`config.mk`:
```
export PLATFORM = sky130hd
export DESIGN_NAME = ttt_turn_sequencer
export DESIGN_NICKNAME = d
export VERILOG_FILES = /design/src/rtl/ttt_pkg.sv /design/src/rtl/ttt_line_check.sv /design/src/rtl/ttt_turn_sequencer.sv
export SDC_FILE = /design/constraint.sdc
export NUM_CORES = 1
export LEC_CHECK = 0
export CORE_ASPECT_RATIO = 1.4
export CORE_MARGIN = 4
export CORE_UTILIZATION = 56
export DETAILED_ROUTE_END_ITERATION = 8
export PLACE_DENSITY = 0.84
export SYNTH_ARGS = -nofsm -noshare
export SYNTH_HDL_FRONTEND = slang
export SYNTH_SLANG_ARGS = --single-unit
```
`constraint.sdc`:
```
create_clock -name clock -period 5.3 [get_ports clock]
set_input_delay 1.06 -clock clock [delete_from_list [all_inputs] [get_ports clock]]
set_output_delay 1.06 -clock clock [all_outputs]
set_load 0.02 [all_outputs]
```
`src/rtl/ttt_pkg.sv`:
```
// Shared types, the eight winning lines and board cell accessors for the
// tic-tac-toe turn sequencer.
package ttt_pkg;

  typedef enum logic [1:0] {
    EMPTY = 2'b00,
    COMP  = 2'b01,
    HUMAN = 2'b10
  } cell_t;

  typedef enum logic [2:0] {
    C_REQ,
    C_WAIT,
    H_WAIT,
    CHECK,
    DONE
  } state_t;

  localparam logic [3:0] LINES [8][3] = '{
    '{4'd1, 4'd2, 4'd3}, '{4'd4, 4'd5, 4'd6}, '{4'd7, 4'd8, 4'd9},
    '{4'd1, 4'd4, 4'd7}, '{4'd2, 4'd5, 4'd8}, '{4'd3, 4'd6, 4'd9},
    '{4'd1, 4'd5, 4'd9}, '{4'd3, 4'd5, 4'd7}
  };

  // Cells are numbered 1..9; anything outside that range reads as EMPTY.
  function automatic cell_t get_cell(input logic [17:0] b, input logic [3:0] k);
    logic [4:0] lo;
    lo = {k - 4'd1, 1'b0};
    if (k == 4'd0 || k > 4'd9) return EMPTY;
    return cell_t'(b[lo +: 2]);
  endfunction

  function automatic logic [17:0] put_cell(input logic [17:0] b, input logic [3:0] k,
                                           input cell_t v);
    logic [17:0] r;
    logic [4:0]  lo;
    r  = b;
    lo = {k - 4'd1, 1'b0};
    if (k != 4'd0 && k <= 4'd9) r[lo +: 2] = v;
    return r;
  endfunction

endpackage

```
`src/rtl/ttt_line_check.sv`:
```
// Combinational three-in-a-row detector for one player over the packed board.
module ttt_line_check
  import ttt_pkg::*;
(
  input  logic [17:0] board,
  input  cell_t       player,
  output logic        hit
);

  always_comb begin
    hit = 1'b0;
    for (int unsigned i = 0; i < 8; i++) begin
      if (get_cell(board, LINES[i][0]) == player &&
          get_cell(board, LINES[i][1]) == player &&
          get_cell(board, LINES[i][2]) == player)
        hit = 1'b1;
    end
  end

endmodule

```
`src/rtl/ttt_turn_sequencer.sv`:
```
// Tic-tac-toe referee: owns the board, alternates computer (req/ack engine)
// and human (enter button) turns, rejects illegal moves, flags win/draw/fault.
module ttt_turn_sequencer
  import ttt_pkg::*;
(
  input  logic        clock,
  input  logic        reset,
  input  logic [3:0]  hMove,
  input  logic        enter_L,
  input  logic        newGame_L,
  input  logic        engAck,
  input  logic [3:0]  engMove,
  output logic        engReq,
  output logic [17:0] board,
  output logic [3:0]  cMove,
  output logic [3:0]  moveCount,
  output logic        humanTurn,
  output logic        illegal,
  output logic        win,
  output logic        hWin,
  output logic        draw,
  output logic        fault
);

  state_t      state_q, state_d;
  logic [17:0] board_q, board_d;
  logic [3:0]  cmove_q, cmove_d;
  logic [3:0]  count_q, count_d;
  logic        illegal_q, illegal_d;
  logic        win_q, win_d;
  logic        hwin_q, hwin_d;
  logic        draw_q, draw_d;
  logic        fault_q, fault_d;
  logic        mover_human_q, mover_human_d;
  logic        enter_q, new_game_q;

  logic        enter_press, new_game_press;
  logic        eng_legal, h_legal, line_hit;
  cell_t       check_player;

  assign enter_press    = enter_q & ~enter_L;
  assign new_game_press = new_game_q & ~newGame_L;
  assign eng_legal = (engMove != 4'd0) && (engMove <= 4'd9) && (get_cell(board_q, engMove) == EMPTY);
  assign h_legal   = (hMove != 4'd0) && (hMove <= 4'd9) && (get_cell(board_q, hMove) == EMPTY);

  // Only the player who just moved can have completed a line.
  assign check_player = mover_human_q ? HUMAN : COMP;

  ttt_line_check u_line_check (
    .board  (board_q),
    .player (check_player),
    .hit    (line_hit)
  );

  always_ff @(posedge clock) begin
    if (reset) begin
      state_q       <= C_REQ;
      board_q       <= '0;
      cmove_q       <= '0;
      count_q       <= '0;
      illegal_q     <= 1'b0;
      win_q         <= 1'b0;
      hwin_q        <= 1'b0;
      draw_q        <= 1'b0;
      fault_q       <= 1'b0;
      mover_human_q <= 1'b0;
      enter_q       <= 1'b1;
      new_game_q    <= 1'b1;
    end else begin
      state_q       <= state_d;
      board_q       <= board_d;
      cmove_q       <= cmove_d;
      count_q       <= count_d;
      illegal_q     <= illegal_d;
      win_q         <= win_d;
      hwin_q        <= hwin_d;
      draw_q        <= draw_d;
      fault_q       <= fault_d;
      mover_human_q <= mover_human_d;
      enter_q       <= enter_L;
      new_game_q    <= newGame_L;
    end
  end

  always_comb begin
    state_d       = state_q;
    board_d       = board_q;
    cmove_d       = cmove_q;
    count_d       = count_q;
    illegal_d     = illegal_q;
    win_d         = win_q;
    hwin_d        = hwin_q;
    draw_d        = draw_q;
    fault_d       = fault_q;
    mover_human_d = mover_human_q;

    if (new_game_press) begin
      state_d       = C_REQ;
      board_d       = '0;
      cmove_d       = '0;
      count_d       = '0;
      illegal_d     = 1'b0;
      win_d         = 1'b0;
      hwin_d        = 1'b0;
      draw_d        = 1'b0;
      fault_d       = 1'b0;
      mover_human_d = 1'b0;
    end else begin
      case (state_q)
        C_REQ:  state_d = C_WAIT;
        C_WAIT: begin
          if (engAck) begin
            if (eng_legal) begin
              board_d       = put_cell(board_q, engMove, COMP);
              cmove_d       = engMove;
              count_d       = count_q + 4'd1;
              mover_human_d = 1'b0;
              state_d       = CHECK;
            end else begin
              fault_d = 1'b1;
              state_d = DONE;
            end
          end
        end
        H_WAIT: begin
          if (enter_press) begin
            if (h_legal) begin
              board_d       = put_cell(board_q, hMove, HUMAN);
              illegal_d     = 1'b0;
              count_d       = count_q + 4'd1;
              mover_human_d = 1'b1;
              state_d       = CHECK;
            end else begin
              illegal_d = 1'b1;
            end
          end
        end
        CHECK: begin
          if (line_hit) begin
            if (mover_human_q) hwin_d = 1'b1;
            else               win_d  = 1'b1;
            state_d = DONE;
          end else if (count_q == 4'd9) begin
            draw_d  = 1'b1;
            state_d = DONE;
          end else begin
            state_d = mover_human_q ? C_REQ : H_WAIT;
          end
        end
        DONE:    state_d = DONE;
        default: state_d = C_REQ;
      endcase
    end
  end

  assign engReq    = (state_q == C_REQ) || (state_q == C_WAIT);
  assign humanTurn = (state_q == H_WAIT);
  assign board     = board_q;
  assign cMove     = cmove_q;
  assign moveCount = count_q;
  assign illegal   = illegal_q;
  assign win       = win_q;
  assign hWin      = hwin_q;
  assign draw      = draw_q;
  assign fault     = fault_q;

endmodule

```
# == Yosys cells after proc, flatten, opt, wreduce, memory -nomap -nowiden ==
# Cells that the tools add are included.
# op_classes
n_shift,6
reduce_logical,41
mux,43
add_sub_neg,5
order_cmp,4
eq_ne,20
n_bitwise,7
# op_table
cell,count
$mux 18,6
$bwmux 18,2
$pmux 18 s2,1
$shift 2x7->18 const A,2
$shiftx 18x6->2,2
$shiftx 2x7->18 const A,2
$logic_and 1x1->1,20
$eq 2x2->1,9
$mux 3,6
$reduce_and 3->1,6
$mux 4,4
$mux 1,15
$pmux 3 s5,1
$neg 5->7,2
$mux 2,6
$gt 4x4->1 const B,2
$le 4x4->1 const B,2
$logic_not 4->1,2
$pmux 4 s2,1
$reduce_bool 4->1,2
$sub 4x1->4 const B,2
$reduce_and 7->1,1
$eq 3x2->1 const B,2
$ne 2x1->1 const B,3
other kinds (15),25
# totals
output_inout_bits,33
ff_bits,37
elab_cells,138
input_bits,13

# == Longest topological paths before layout ==
# logic_depth
depth_word,14
ltp_mapped,11
mapped_depth_nobuf,8

# == Hierarchy ==
# Synthesis repeated with hierarchy kept, for this count alone.
# hier_totals
hier_cells,331
hier_area_um2,2691.3
# modules_own_cells
mod,area_each_um2,cells_each,seq_area_each_um2,instances
ttt_turn_sequencer,2327.2,278,740.7,1
ttt_line_check,364.1,53,0.0,1

# == Worst setup path before layout ==
# OpenSTA, ideal clock, no wires.
# synth_timing
kind,input to register
startpoint,input port engMove[0]
endpoint,register board_q[3] (netlist: board[3])
path_slack_ns,2.196
cell_stages,11
path_buffers,3
setup_time_ns,0.132
t_required_ns,5.168
arrival_time_ns,2.972
path_cell_list,buf_2 -> inv_1 -> ha_1 -> clkbuf_1 -> and2_1 -> a21oi_1 -> a22oi_1 -> o211ai_2 -> buf_2 -> o31ai_1 -> a21oi_1
# synth_between
elab_chain_len,8
word_cells_on_any_way,23
classes_between,2 x add/sub; 2 x order compare; 2 x eq/ne; 3 x shift; 7 x mux; 7 x reduce/logical
# synth_lines
item,line,text
"start, declared",ttt_turn_sequencer.sv:12,"input logic [3:0] engMove,"
$sub 4x1->4 (tied with other cells),"ttt_pkg.sv:28, ttt_pkg.sv:38",
$neg 5->7 / $logic_or 1x1->1 (equally long branches),"ttt_pkg.sv:39, ttt_pkg.sv:29",
$shiftx 2x7->18 (tied with other cells),ttt_pkg.sv:39,if (k != 4'd0 && k <= 4'd9) r[lo +: 2] = v;
$bwmux 18 / $mux 2 (equally long branches),"ttt_pkg.sv:39, ttt_pkg.sv:30",
$mux 18 / $logic_not 2->1 (equally long branches),"ttt_pkg.sv:39, ttt_turn_sequencer.sv:43",
$mux 18 / $logic_and 1x1->1 (equally long branches),"ttt_turn_sequencer.sv:113, ttt_turn_sequencer.sv:43",
$mux 18 / $ne 2x2->1 (equally long branches),--,
$pmux 18 s2 / $reduce_and 7->1 (equally long branches),--,
"end signal, assigned",ttt_turn_sequencer.sv:71,board_q <= board_d;
"end, declared",ttt_turn_sequencer.sv:26,"logic [17:0] board_q, board_d;"
# Parallel ways exist; a longest one is shown, timed or not. The select of a mux whose other input is x is not followed.
# A chain may end at the register's enable or synchronous reset.

# == Final worst setup path ==
# layout_timing
startpoint,input port engMove[0]
endpoint,register board_q[6] (netlist: board[6])
# The elaborated chain is that of the path after synthesis.

==> flow_summary.toml <==
[run]
cap_violations = 0

[worst_setup_path]
slowest_delay_ns = 0.89
cp.arrival_ns = 4.37
required_ns = 5.49
cp_cell_sequence = "clkdlybuf4s50_1 -> inv_1 -> ha_1 -> xor2_1 -> a311oi_1 -> a22oi_1 -> o211ai_2 -> nor3_1 -> a32o_2"
start_kind = "input pin"
path_buf_inv = 2
crit_type = "in -> reg"
reg2reg_slack_ns = 2.81
cp_max_fo = 25
endpoint_kind = "flop"
critPathTopFamily = "compound AO/OA/AOI/OAI gates"
cpMaxStageDelayCell = "o211ai_2"

[sta]
finClkSkew_ns = 0.002399
relSlewSlack_pct = 24.43
timing.final.crit_share_pct = 78.92
drv_slew = 0
worstMarginPinSlew_ns = 1.130
setup_viol = 0
rsz0062_at_grt = "no"
hold_viol = 0
setup_ws_ns = 1.117
finalCriticalPeriod_ns = 4.183
fin_setup_tns_ns = 0
fmax_mhz = 239.1

[drt]
drt_wl_total_um = 6519
num_vias = 2459
drt_first_pass_iters = 4
routedWlPerCell_um = 16.59
vias_per_cell = 6.257
drt_iter0_drc = 298
postRouteAntennaNets = 0
drc = 0

[yosys]
synthTopCellsByCount = "dfxtp_1 (37), a21oi_1 (23), nor2_1 (23)"
ys_ff_latch = 37
ys_seq_area_share_pct = 30.16
synth_top_family_by_area = "simple AND/OR/NAND/NOR gates"
synth_edf_count = 0
synth_most_common_cell = "dfxtp_1"
synth.net_count = 320
synthAdderAreaFrac_pct = 6.623
synth_area_leaders = "dfxtp_1 (30%), ha_1 (6.6%), a21oi_1 (4.7%), nor2_1 (3.5%), mux2i_1 (2.9%)"
yosysTopAreaCell = "dfxtp_1"
yosysWarningCount = 0
synth_xor_area_share_pct = 2.089
muxShareOfSynthArea_pct = 2.853
synth-main-ff-cell = "dfxtp_1"
synth_simple_gate_area_share_pct = 27.05
synth.avg_cell_area_um2 = 8.354
async_flop_share_pct = 0
synth-compound-area-share_pct = 26.08
netlist.area_leader.share_pct = 30.16
synth.distinct_cells = 59
synth_area_um2 = 2456
syn_inst = 294

[clocking]
holdBufCountCts = 0
cts_buffers = 5
clockRootBuffer = "clkbuf_8"
numClockSinks = 37
ctsResizeCount = 0
cts_tree = "done"
path_clk_slew_ns = 0.07
cts_setup_buffers = 0
clockBufferDepth = 2
clk-insertion-delay-late_ns = 0.29
htree_levels = 2

[global_route]
grt_pass1_vias = 2343
gr-total-overflow = 0
grt_start_max_net_pins = 30
grt_pass1_wl_um = 11100
antenna_found_initial = 0
grt_usage_pct = 25.26

[final_layout]
seq_area_um2 = 740.7
post_route_cells_drive_above_1_share_pct = 8.709
multi_input_area_um2 = 1589
nNetsFinal = 358
syn2layout_area_growth_pct = 22.82
num-fill-cells = 348
n_antenna_cell = 0

[floorplanning]
ioPinCount = 46
fp-row-count = 28
die_x_um = 63.97
die_h_um = 86.36
core-area_um2 = 4239
start_util_pct = 57.94
dieArea_um2 = 5524

[power_and_ir_drop]
peakVddDrop_v = 0.0002425
power_density_nw_per_um2 = 202.5
p_sw_w = 0.0001689
p_clk_share_pct = 35.3
power_leakage_nw = 1.091
p_int_w = 0.0004419
seq_power_share_pct = 46.8
swShare_pct = 27.65
combPwrFrac_pct = 18.0

[min_path]
min_path_type = "reg -> reg"

[placed_design]
dp_hpwl_um = 4737
finalWeightedCongestion = 0.9396
io_buffers = 45
post-place-ws_ns = 0.9272

[run_status]
outcome = "complete, no violations"
sequential cells by signal, indices dropped and copies added, names as in the netlist, 3 cells and up:
signal / cells
board: 18
cMove: 4
moveCount: 4
state_q: 3
worst reg2reg max path: stages (launching register included):
cell and delay (ns):
dfxtp_1 0.48, nor4_1 0.11, a311oi_1 0.25, a22oi_1 0.15, o211ai_2 0.89, nor3_1 0.22, a32o_2 0.28
kinds of logic (layout without fill, tap and decap cells):
group / after synthesis / after routing
AND/OR/NAND/NOR: 114 / 114
AO/OA/AOI/OAI: 90 / 90
flip-flops: 37 / 37
buffers and inverters: 28 / 67
adder cells (fa/ha/maj): 13 / 13
multiplexers: 7 / 7
XOR/XNOR: 5 / 5
area by class of cell:
cell class	count	area share, %
repair buffers	47	15.43
flip-flops and latches	37	24.55
multi-input cells	229	52.68
inverters	12	1.493
clock buffers	7	3.194
well taps	60	2.489
clock inverters	1	0.1659
stage by stage:
step                cell area [µm²]  hold slack [ns]  util (%)  total power, W  cells
floorplan                      2456           0.4861         -       0.0003677    294
global placement               2915           0.4514     68.77       0.0003977    385
detailed placement             2915           0.4593     68.77       0.0003994    385
CTS                            3017           0.4789     71.16       0.0006151    393
global route                   3017           0.5062     71.16       0.0006351    393
finish                         3017           0.4764     71.16       0.0006108    393
layer usage:
layer,share of wire (%),global-route usage [%]
met4,3.7,13.95
met2,50,42.33
met1,40,29.94
met3,6.3,5.058
met5,0,0
cell usage in the layout (no fill, tap or decap), drive strengths merged, types with 2 or more instances in the layout:
cell | synthesis | routed
mux2i | 7 | 7
a31oi | 5 | 5
o211ai | 3 | 3
or3b | 4 | 4
nor3 | 12 | 12
nand3 | 11 | 11
a21oi | 23 | 23
ha | 13 | 13
a21o | 3 | 3
clkbuf | 8 | 7
nor4 | 11 | 11
o31ai | 9 | 9
clkdlybuf4s50 | 0 | 45
nor2b | 4 | 4
nor2 | 23 | 23
o21ai | 7 | 7
and3 | 3 | 3
or2 | 2 | 2
a311oi | 2 | 2
buf | 8 | 2
a31o | 6 | 6
nor3b | 7 | 7
xnor2 | 3 | 3
o21a | 2 | 2
o22ai | 11 | 11
xor2 | 2 | 2
or3 | 2 | 2
nand2 | 10 | 10
and3b | 3 | 3
a22oi | 2 | 2
nand2b | 8 | 8
a32o | 3 | 3
inv | 12 | 12
dfxtp | 37 | 37
o211a | 2 | 2
nor4b | 5 | 5
a21boi | 2 | 2
nand3b | 5 | 5
path summary, 6_finish.rpt:
kind,cells past startpoint,startpoint,endpoint
worst min register to register,2,win,win
worst max register to register,6,board[14],board[6]
worst min-delay path,2,win,win
worst max-delay path,9,engMove[0],board[6]
power groups by stage:
stage	sequential, W	combinational, W	clock [W]
after floorplan	0.000293	0.0000750	0
after global placement	0.000292	0.000106	0
after detailed placement	0.000292	0.000107	0
after CTS	0.000286	0.000108	0.000221
after global routing	0.000286	0.000120	0.000228
final	0.000286	0.000110	0.000215
Note: power is estimated with default switching activity, not from simulation.
